### src/rtl/wb_arbiter_pkg.sv
// Shared types and constants for the write-back arbiter and its scoreboard.
package wb_arbiter_pkg;

   localparam int REG_ADDR_W = 5;
   localparam int NUM_REGS   = 32;

   // Register x0 is hard-wired to zero, so writes to it are never performed.
   localparam logic [REG_ADDR_W-1:0] X0_IDX = '0;

   // Which requester currently wins a tie for the write port.
   typedef enum logic {
      PRI_LD = 1'b0,
      PRI_EX = 1'b1
   } arb_state_e;

endpackage : wb_arbiter_pkg

### src/rtl/wb_scoreboard.sv
// Pending-write scoreboard: one bit per architectural register, set when a
// producer is issued and cleared when its result is written back.
module wb_scoreboard
   import wb_arbiter_pkg::*;
(
   input  logic                  clk,
   input  logic                  rstn,
   input  logic                  set,
   input  logic [REG_ADDR_W-1:0] set_idx,
   input  logic                  clr,
   input  logic [REG_ADDR_W-1:0] clr_idx,
   input  logic                  flush,
   input  logic [REG_ADDR_W-1:0] q_a,
   input  logic [REG_ADDR_W-1:0] q_b,
   output logic                  busy_a,
   output logic                  busy_b
);

   logic [NUM_REGS-1:0] pending;
   logic [NUM_REGS-1:0] pending_next;

   // Clear before set so that a new producer issued in the same cycle as the
   // old one retires keeps its register marked busy; x0 can never be pending.
   always_comb begin
      pending_next = pending;
      if (clr) begin
         pending_next[clr_idx] = 1'b0;
      end
      if (set) begin
         pending_next[set_idx] = 1'b1;
      end
      pending_next[X0_IDX] = 1'b0;
   end

   // Scoreboard register; flush wipes every outstanding producer.
   always_ff @(posedge clk or negedge rstn) begin
      if (!rstn) begin
         pending <= '0;
      end else if (flush) begin
         pending <= '0;
      end else begin
         pending <= pending_next;
      end
   end

   // Query ports read the stored bits directly, without forwarding.
   always_comb begin
      busy_a = pending[q_a];
      busy_b = pending[q_b];
   end

endmodule : wb_scoreboard

### src/rtl/wb_arbiter.sv
// Write-back arbiter: shares the single register-file write port between the
// execute stage and the load unit, with an anti-starvation counter for execute
// and a pending-write scoreboard for decode hazard checks.
module wb_arbiter
   import wb_arbiter_pkg::*;
#(
   parameter int XLEN     = 32,
   parameter int MAX_WAIT = 4
) (
   input  logic                  clk,
   input  logic                  rstn,
   input  logic                  iss_valid,
   input  logic [REG_ADDR_W-1:0] iss_rd,
   input  logic [REG_ADDR_W-1:0] q_rs1,
   input  logic [REG_ADDR_W-1:0] q_rs2,
   output logic                  busy_rs1,
   output logic                  busy_rs2,
   input  logic                  ex_valid,
   output logic                  ex_ready,
   input  logic [REG_ADDR_W-1:0] ex_rd,
   input  logic [XLEN-1:0]       ex_data,
   input  logic                  ld_valid,
   output logic                  ld_ready,
   input  logic [REG_ADDR_W-1:0] ld_rd,
   input  logic [XLEN-1:0]       ld_data,
   input  logic                  flush,
   output logic                  wr_en,
   output logic [REG_ADDR_W-1:0] wr_addr,
   output logic [XLEN-1:0]       wr_data
);

   localparam int                WAIT_W  = 4;
   localparam logic [WAIT_W-1:0] MAX_CNT = WAIT_W'(MAX_WAIT);

   arb_state_e            state;
   arb_state_e            state_next;
   logic [WAIT_W-1:0]     wait_cnt;
   logic [WAIT_W-1:0]     wait_next;
   logic                  ex_xfer;
   logic                  ld_xfer;
   logic                  wr_en_next;
   logic [REG_ADDR_W-1:0] wr_addr_next;
   logic [XLEN-1:0]       wr_data_next;
   logic                  sb_set;

   // Grant logic depends only on valids, flush and the priority state, so a
   // requester never sees ready ripple from its own data.
   always_comb begin
      ex_ready = 1'b0;
      ld_ready = 1'b0;
      if (!flush) begin
         case (state)
            PRI_LD: begin
               ld_ready = ld_valid;
               ex_ready = ex_valid && !ld_valid;
            end
            PRI_EX: begin
               ex_ready = ex_valid;
               ld_ready = ld_valid && !ex_valid;
            end
            default: begin
               ld_ready = ld_valid;
               ex_ready = ex_valid && !ld_valid;
            end
         endcase
      end
   end

   // Starvation counter and priority state: execute takes priority as soon as
   // it has been blocked MAX_WAIT times, and hands it back after one transfer.
   always_comb begin
      ex_xfer    = ex_valid && ex_ready;
      ld_xfer    = ld_valid && ld_ready;
      wait_next  = wait_cnt;
      state_next = state;
      if (flush) begin
         wait_next  = '0;
         state_next = PRI_LD;
      end else begin
         if (ex_xfer) begin
            wait_next = '0;
         end else if (ex_valid && (wait_cnt != MAX_CNT)) begin
            wait_next = wait_cnt + 1'b1;
         end
         case (state)
            PRI_LD: begin
               if (wait_next == MAX_CNT) begin
                  state_next = PRI_EX;
               end
            end
            PRI_EX: begin
               if (ex_xfer) begin
                  state_next = PRI_LD;
               end
            end
            default: state_next = PRI_LD;
         endcase
      end
   end

   // Select what the write port performs next cycle; x0 targets and anything
   // granted during a flush are dropped.
   always_comb begin
      wr_en_next   = 1'b0;
      wr_addr_next = '0;
      wr_data_next = '0;
      if (!flush) begin
         if (ex_xfer && (ex_rd != X0_IDX)) begin
            wr_en_next   = 1'b1;
            wr_addr_next = ex_rd;
            wr_data_next = ex_data;
         end else if (ld_xfer && (ld_rd != X0_IDX)) begin
            wr_en_next   = 1'b1;
            wr_addr_next = ld_rd;
            wr_data_next = ld_data;
         end
      end
   end

   // Arbitration state and the registered write port.
   always_ff @(posedge clk or negedge rstn) begin
      if (!rstn) begin
         state    <= PRI_LD;
         wait_cnt <= '0;
         wr_en    <= 1'b0;
         wr_addr  <= '0;
         wr_data  <= '0;
      end else begin
         state    <= state_next;
         wait_cnt <= wait_next;
         wr_en    <= wr_en_next;
         wr_addr  <= wr_addr_next;
         wr_data  <= wr_data_next;
      end
   end

   assign sb_set = iss_valid && (iss_rd != X0_IDX);

   wb_scoreboard u_scoreboard (
      .clk     (clk),
      .rstn    (rstn),
      .set     (sb_set),
      .set_idx (iss_rd),
      .clr     (wr_en),
      .clr_idx (wr_addr),
      .flush   (flush),
      .q_a     (q_rs1),
      .q_b     (q_rs2),
      .busy_a  (busy_rs1),
      .busy_b  (busy_rs2)
   );

endmodule : wb_arbiter

### config.mk
export PLATFORM = sky130hd
export DESIGN_NAME = wb_arbiter
export DESIGN_NICKNAME = d
export VERILOG_FILES = /design/src/rtl/wb_arbiter_pkg.sv /design/src/rtl/wb_scoreboard.sv /design/src/rtl/wb_arbiter.sv
export SDC_FILE = /design/constraint.sdc
export NUM_CORES = 1
export LEC_CHECK = 0
export BUFFER_PORTS_ARGS = -buffer_cell sky130_fd_sc_hd__buf_2
export CAP_MARGIN = 0
export CELL_PAD_IN_SITES_DETAIL_PLACEMENT = 1
export CELL_PAD_IN_SITES_GLOBAL_PLACEMENT = 1
export CORE_MARGIN = 1
export CORE_UTILIZATION = 33
export CTS_CLUSTER_SIZE = 25
export DETAILED_ROUTE_END_ITERATION = 6
export HOLD_SLACK_MARGIN = 0.1
export PLACE_DENSITY = 0.82
export RECOVER_POWER = 50
export SETUP_SLACK_MARGIN = 0.4
export SYNTH_ARGS = -nofsm -noshare
export SYNTH_HDL_FRONTEND = slang
export SYNTH_SLANG_ARGS = --single-unit
### constraint.sdc
create_clock -name clk -period 1.31 [get_ports clk]
set_input_delay 0.131 -clock clk [delete_from_list [all_inputs] [get_ports clk]]
set_output_delay 0.131 -clock clk [all_outputs]
set_load 0.01 [all_outputs]
==> out/metrics.cfg, run 1 <==
[run_status]
status = finished with violations
violations = setup timing

[drt]
viasPerCell = 6.17
drt-total-wl_um = 24700
drc = 0
vias = 4856
drt_iter0_markers = 399
wl_per_cell_um = 31.4
ant_nets = 0
first_pass_iters = 5

[die]
io_pins = 137
die_x_um = 108
coreArea_um2 = 10900
start_util_pct = 33.9
num_rows = 38
dieHeight_um = 108
die_area_um2 = 11600

[yosys]
syn_area_um2 = 3690
synth_enable_flop_cells = 0
synthTopCellsByCount = dfrtp_1 (74), nand2_1 (40), a21oi_1 (39)
synthArstFlopShare_pct = 100
synth_seq_cells = 74
synth_area_leaders = dfrtp_1 (50%), a22o_1 (8.5%), a21oi_1 (5.3%)
ys.flop_type = dfrtp_1
synth_most_common_cell = dfrtp_1
synth.net_count = 451
yosys.cell_types.count = 41
synth_top_area_cell = dfrtp_1
ys_seq_area_share_pct = 50.2
synth_top_area_share_pct = 50.2
syn_inst = 354
yosysWarnings = 0
syn_avg_cell_area_um2 = 10.4

[critical_path]
startpoint_type = flip-flop
crit_path_max_fanout = 3
critPathArrivalTime_ns = 1.80
critPathCaptureType = primary output
crit_type = reg -> out
cp.required_ns = 1.18

[timing]
rsz0062_at_grt = true
finalClockSkew_ns = 0.0152
setup_slack_ns = -0.620
timing.final.crit_share_pct = 147
worstMarginPinSlew_ns = 0.949
finalSetupViolCount = 71
finalHoldViolations = 0
maxSlewHeadroom_pct = 36.7
finalCriticalPeriod_ns = 1.93
max_freq_mhz = 518
maxSlewViolCount = 0

[power]
p_switching_uw = 1920
sequentialPowerShare_pct = 40.6
p_clk_share_pct = 33.2
power_density_nw_per_um2 = 874
p_comb_share_pct = 26.2
power_uw = 6060
intPower_uw = 4140
leakagePower_uw = 0.00320
swShare_pct = 31.7
ir_worst_vdd_v = 0.000634

[cts]
cts_max_level = 3
cts_sinks = 74
root_buffer = clkbuf_8
tritoncts = done
clockBufferDepth = 2
cts_made_buffers = 9
clk_latency_ns = 0.38
clk_transition_reported_paths_ns = 0.10

[global_route]
grt_pass1_wl_um = 30000
grt-busiest-layer = met2
grt_pass1_vias = 4962
grtUsageMet2_pct = 60.0
met1_usage_pct = 42.7
gr-total-overflow = 0
use_met3_pct = 9.87
antenna_found_initial = 0
grt_max_degree = 33
grtUsageTotal_pct = 35.6

[finish]
drive_above_1_share_pct = 52.9
final_nets = 739
n_antenna_cell = 0
area_growth_syn_to_layout_pct = 88.0
final_core_util_pct = 63.8
n_fill_cell = 1124

[placed_design]
routabilityCongestion = 0.846
portBuffers = 136
dpl.hpwl_um = 9320

[job]
drv_cap = 0

[worst_hold_path]
hold_path.class = in -> reg

## power groups by stage
| stage | logic [uW] | clock network [uW] | registers (uW) |
|---|---|---|---|
| floorplan | 358 | 0 | 2500 |
| global placement | 839 | 0 | 2460 |
| detailed placement | 872 | 0 | 2460 |
| CTS | 1260 | 1880 | 2430 |
| global route | 1620 | 2070 | 2470 |
| finish | 1590 | 2010 | 2460 |
## repair_timing
action | CTS | global route
cloned | 7 | 1
gates resized for setup | 82 | 69
setup endpoints to repair | 116 | 116
hold endpoints to repair | 109 | 0
setup buffers | 27 | 22
pin swaps | 48 | 49
hold buffers | 68 | 0
## logic make-up (layout without fill, tap and decap cells)
family,Yosys count,after routing,share of synthesized area (%)
AOI/OAI and AO/OA,126,130,22.6
and+or+nand+nor,99,99,13.8
DFF,74,74,50.2
buffers and inverters,27,316,3.66
muxes,25,25,8.81
adders and majority gates,2,2,0.678
xor gates and xnor gates,1,1,0.237
## per-stage QoR
step                      hold slack (ns)  setup WS [ns]  std cells  setup TNS, ns  area (um^2)
final                               0.148         -0.620        787         -13.99         6940
after detailed placement           0.0622         -0.208        646          -6.20         4860
after global routing                0.155         -0.663        787         -17.61         6940
after floorplan                    -0.165        -0.0238        354         -0.727         3800
after global placement             0.0606         -0.160        646          -5.31         4860
after CTS                           0.105         -0.576        764          -4.25         6460
## path summary, 6_finish.rpt
check | from | cells after the start | slack, ns | end
worst min register to register | u_scoreboard.pending[28] | 2 | 0.57 | u_scoreboard.pending[28]
worst max register to register | wait_cnt[0] | 6 | -0.46 | state
worst min-delay path | ex_rd[1] | 3 | 0.15 | wr_addr[1]
min in group asynchronous | rstn | 2 | 0.45 | wr_addr[0]
max in group asynchronous | rstn | 3 | 0.07 | u_scoreboard.pending[9]
worst max-delay path | u_scoreboard.pending[5] | 5 | -0.62 | busy_rs2
## worst max-delay path, stage by stage, from the launching register on
cell,delay [ns]
dfrtp_1,0.44
mux4_2,0.47
nand2b_4,0.15
o211ai_1,0.07
nand4_1,0.12
buf_2,0.16
## cell type report
type	instances	area [um^2]	area share, %
timing repair buffer	293	2450	35.4
multi-input combinational	257	2220	32.0
sequential	74	1860	26.8
tap	140	175	2.52
clock buffer	12	155	2.24
clock inverter	4	50.0	0.721
inverter	7	26.3	0.379
## state kept, by name (all words and copies together), names as in the netlist
name	flops
wr_en	1
state	1
wr_addr	5
u_scoreboard.pending	31
wr_data	32
wait_cnt	4
## cell usage in the layout, fill, tap and decap left out, types with 7 or more instances in the layout
cell type | synthesis | layout
clkbuf_8 | 0 | 11
buf_2 | 9 | 111
buf_6 | 3 | 57
dfrtp_1 | 74 | 67
nand3_1 | 11 | 9
mux2i_1 | 19 | 18
a21oi_2 | 0 | 16
dfrtp_2 | 0 | 7
buf_4 | 0 | 46
a21oi_1 | 39 | 23
dlygate4sd3_1 | 0 | 68
o21ai_2 | 0 | 20
nor2_1 | 12 | 7
a22o_1 | 36 | 33
nand2_1 | 40 | 35
## per-layer routing
layer	up-vias	part of all wire, %
met5	-	0
met4	0	7.1
met3	136	9.3
met2	417	47
met1	2406	37
li1	1897	-
Power figures use the tool's default switching activity.
==> run 2: changes to the inputs <==
--- a/config.mk
+++ b/config.mk
@@ -15,7 +15,7 @@
 export DETAILED_ROUTE_END_ITERATION = 6
 export HOLD_SLACK_MARGIN = 0.1
 export PLACE_DENSITY = 0.82
-export RECOVER_POWER = 50
+export RECOVER_POWER = 100
 export SETUP_SLACK_MARGIN = 0.4
 export SYNTH_ARGS = -nofsm -noshare
 export SYNTH_HDL_FRONTEND = slang
==> out/metrics.cfg, run 2 (synthesis results as in run 1) <==
[run_status]
status = finished with violations
violations = setup timing

[finish]
largest_reg_flops = 32
n_antenna_cell = 0
final_cell_mix = buf_2 (95), dfrtp_1 (71), dlygate4sd3_1 (68)
largest_register = wr_data
regArea_um2 = 1860
final_nets = 739
final_common_cell = buf_2
reg_top3 = wr_data x32, u_scoreboard.pending x31, wr_addr x5
multi_input_area_um2 = 2220
area_growth_syn_to_layout_pct = 83.5
drive_above_1_share_pct = 47.0
n_fill_cell = 1140
design_area_um2 = 6770

[critical_path]
r2r_start = wait_cnt[0]
startpoint_type = flip-flop
crit_path_max_fanout = 3
critPathArrivalTime_ns = 1.80
crit_start = u_scoreboard.pending[5]
critPathCaptureType = primary output
crit_type = reg -> out
cp.required_ns = 1.18

[die]
die_area_um2 = 11600
dieHeight_um = 108
io_pins = 137
start_util_pct = 33.9
coreArea_um2 = 10900
num_rows = 38
die_x_um = 108

[global_route]
gr-total-overflow = 0
antenna_found_initial = 0
grtUsageTotal_pct = 35.6
grt_pass1_wl_um = 30000
grt_pass1_vias = 4962
grt_max_degree = 33

[cts]
root_buffer = clkbuf_8
cts_max_level = 3
cts_made_buffers = 9
clockBufferDepth = 2
cts_sinks = 74
clk_transition_reported_paths_ns = 0.10
clk_latency_ns = 0.38
tritoncts = done

[placed_design]
portBuffers = 136
dpl.hpwl_um = 9320
routabilityCongestion = 0.846
place_ws_ns = -0.208
place_area_um2 = 4860

[timing]
finalSetupTns_ns = -16.07
finalClockSkew_ns = 0.0169
maxSlewHeadroom_pct = 35.3
maxSlewViolCount = 0
max_freq_mhz = 518
rsz0062_at_grt = true
finalHoldViolations = 0
setup_slack_ns = -0.619
timing.final.crit_share_pct = 147
finalCriticalPeriod_ns = 1.93
finalSetupViolCount = 78
worstMarginPinSlew_ns = 0.971

[drt]
first_pass_iters = 5
ant_nets = 0
drt-total-wl_um = 24700
drc = 0
drt_iter0_markers = 369
viasPerCell = 6.18
wl_per_cell_um = 31.4
vias = 4866

[power]
leakagePower_uw = 0.00305
ir_worst_vdd_v = 0.000633
sequentialPowerShare_pct = 40.9
p_clk_share_pct = 33.6
intPower_uw = 4080
p_comb_share_pct = 25.5
p_switching_uw = 1910
power_density_nw_per_um2 = 885
swShare_pct = 31.9

[worst_hold_path]
hold_path.class = in -> reg
min-delay-start = ex_rd[1]

[job]
drv_cap = 0

run 2: changes by cell type in the layout (fill, tap and decap cells not counted):
cell / previous run / this run
buf_2: 111 / 95
buf_4: 46 / 48
buf_6: 57 / 37
clkbuf_1: 2 / 36
dfrtp_1: 67 / 71
dfrtp_2: 7 / 3
run 2: final timing paths:
path                                            endpoint  slack [ns]  depth (start not counted)
worst min register to register  u_scoreboard.pending[28]        0.56                          2
max in group asynchronous        u_scoreboard.pending[9]        0.04                          3
min in group asynchronous                     wr_addr[0]        0.47                          2
worst max-delay path                            busy_rs2       -0.62                          5
worst min-delay path                          wr_addr[1]        0.15                          3
worst max register to register               wait_cnt[0]       -0.46                          8
run 2: layout make-up:
| class | instances | share of cell area [%] |
|---|---|---|
| clock buffers | 12 | 2.29 |
| multi-input cells | 257 | 32.8 |
| flip-flops and latches | 74 | 27.4 |
| inverters | 7 | 0.388 |
| well taps | 140 | 2.59 |
| clock inverters | 4 | 0.739 |
| repair buffers | 293 | 33.8 |
run 2: power groups by stage:
stage          combinational, uW  sequential (uW)  clock (uW)
6_report                    1530             2450        2010
5_1_grt                     1560             2460        2070
4_1_cts                     1260             2430        1880
3_5_place_dp                 872             2460           0
3_3_place_gp                 839             2460           0
2_1_floorplan                358             2500           0
run 2: repair_timing:
| action | 4_1_cts | 5_1_grt |
|---|---|---|
| endpoints found under the setup margin | 116 | 116 |
| gates resized for setup | 82 | 69 |
| pin swaps | 48 | 49 |
| hold buffers | 68 | 0 |
| gates cloned | 7 | 1 |
| setup buffers | 27 | 22 |
| hold endpoints to repair | 109 | 0 |
run 2: stage by stage:
stage	hold slack (ns)	std cells	util [%]	power, uW
finish	0.149	787	62.2	5990
global route	0.155	787	62.2	6090
CTS	0.105	764	59.4	5570
detailed placement	0.0622	646	44.6	3340
global placement	0.0606	646	44.6	3300
floorplan	-0.165	354	-	2860
run 2: routing by layer:
metal	up-vias	track usage (%)	wire, um
met5	-	0	0
met4	0	14.7	1780
met3	143	9.87	2260
met2	403	60.0	11700
met1	2426	42.7	9030
li1	1894	-	-
run 2: critical path, stage by stage, from the launching register on:
cell	delay (ns)
dfrtp_1	0.44
mux4_2	0.48
nand2b_4	0.15
o211ai_1	0.07
nand4_1	0.12
buf_2	0.16
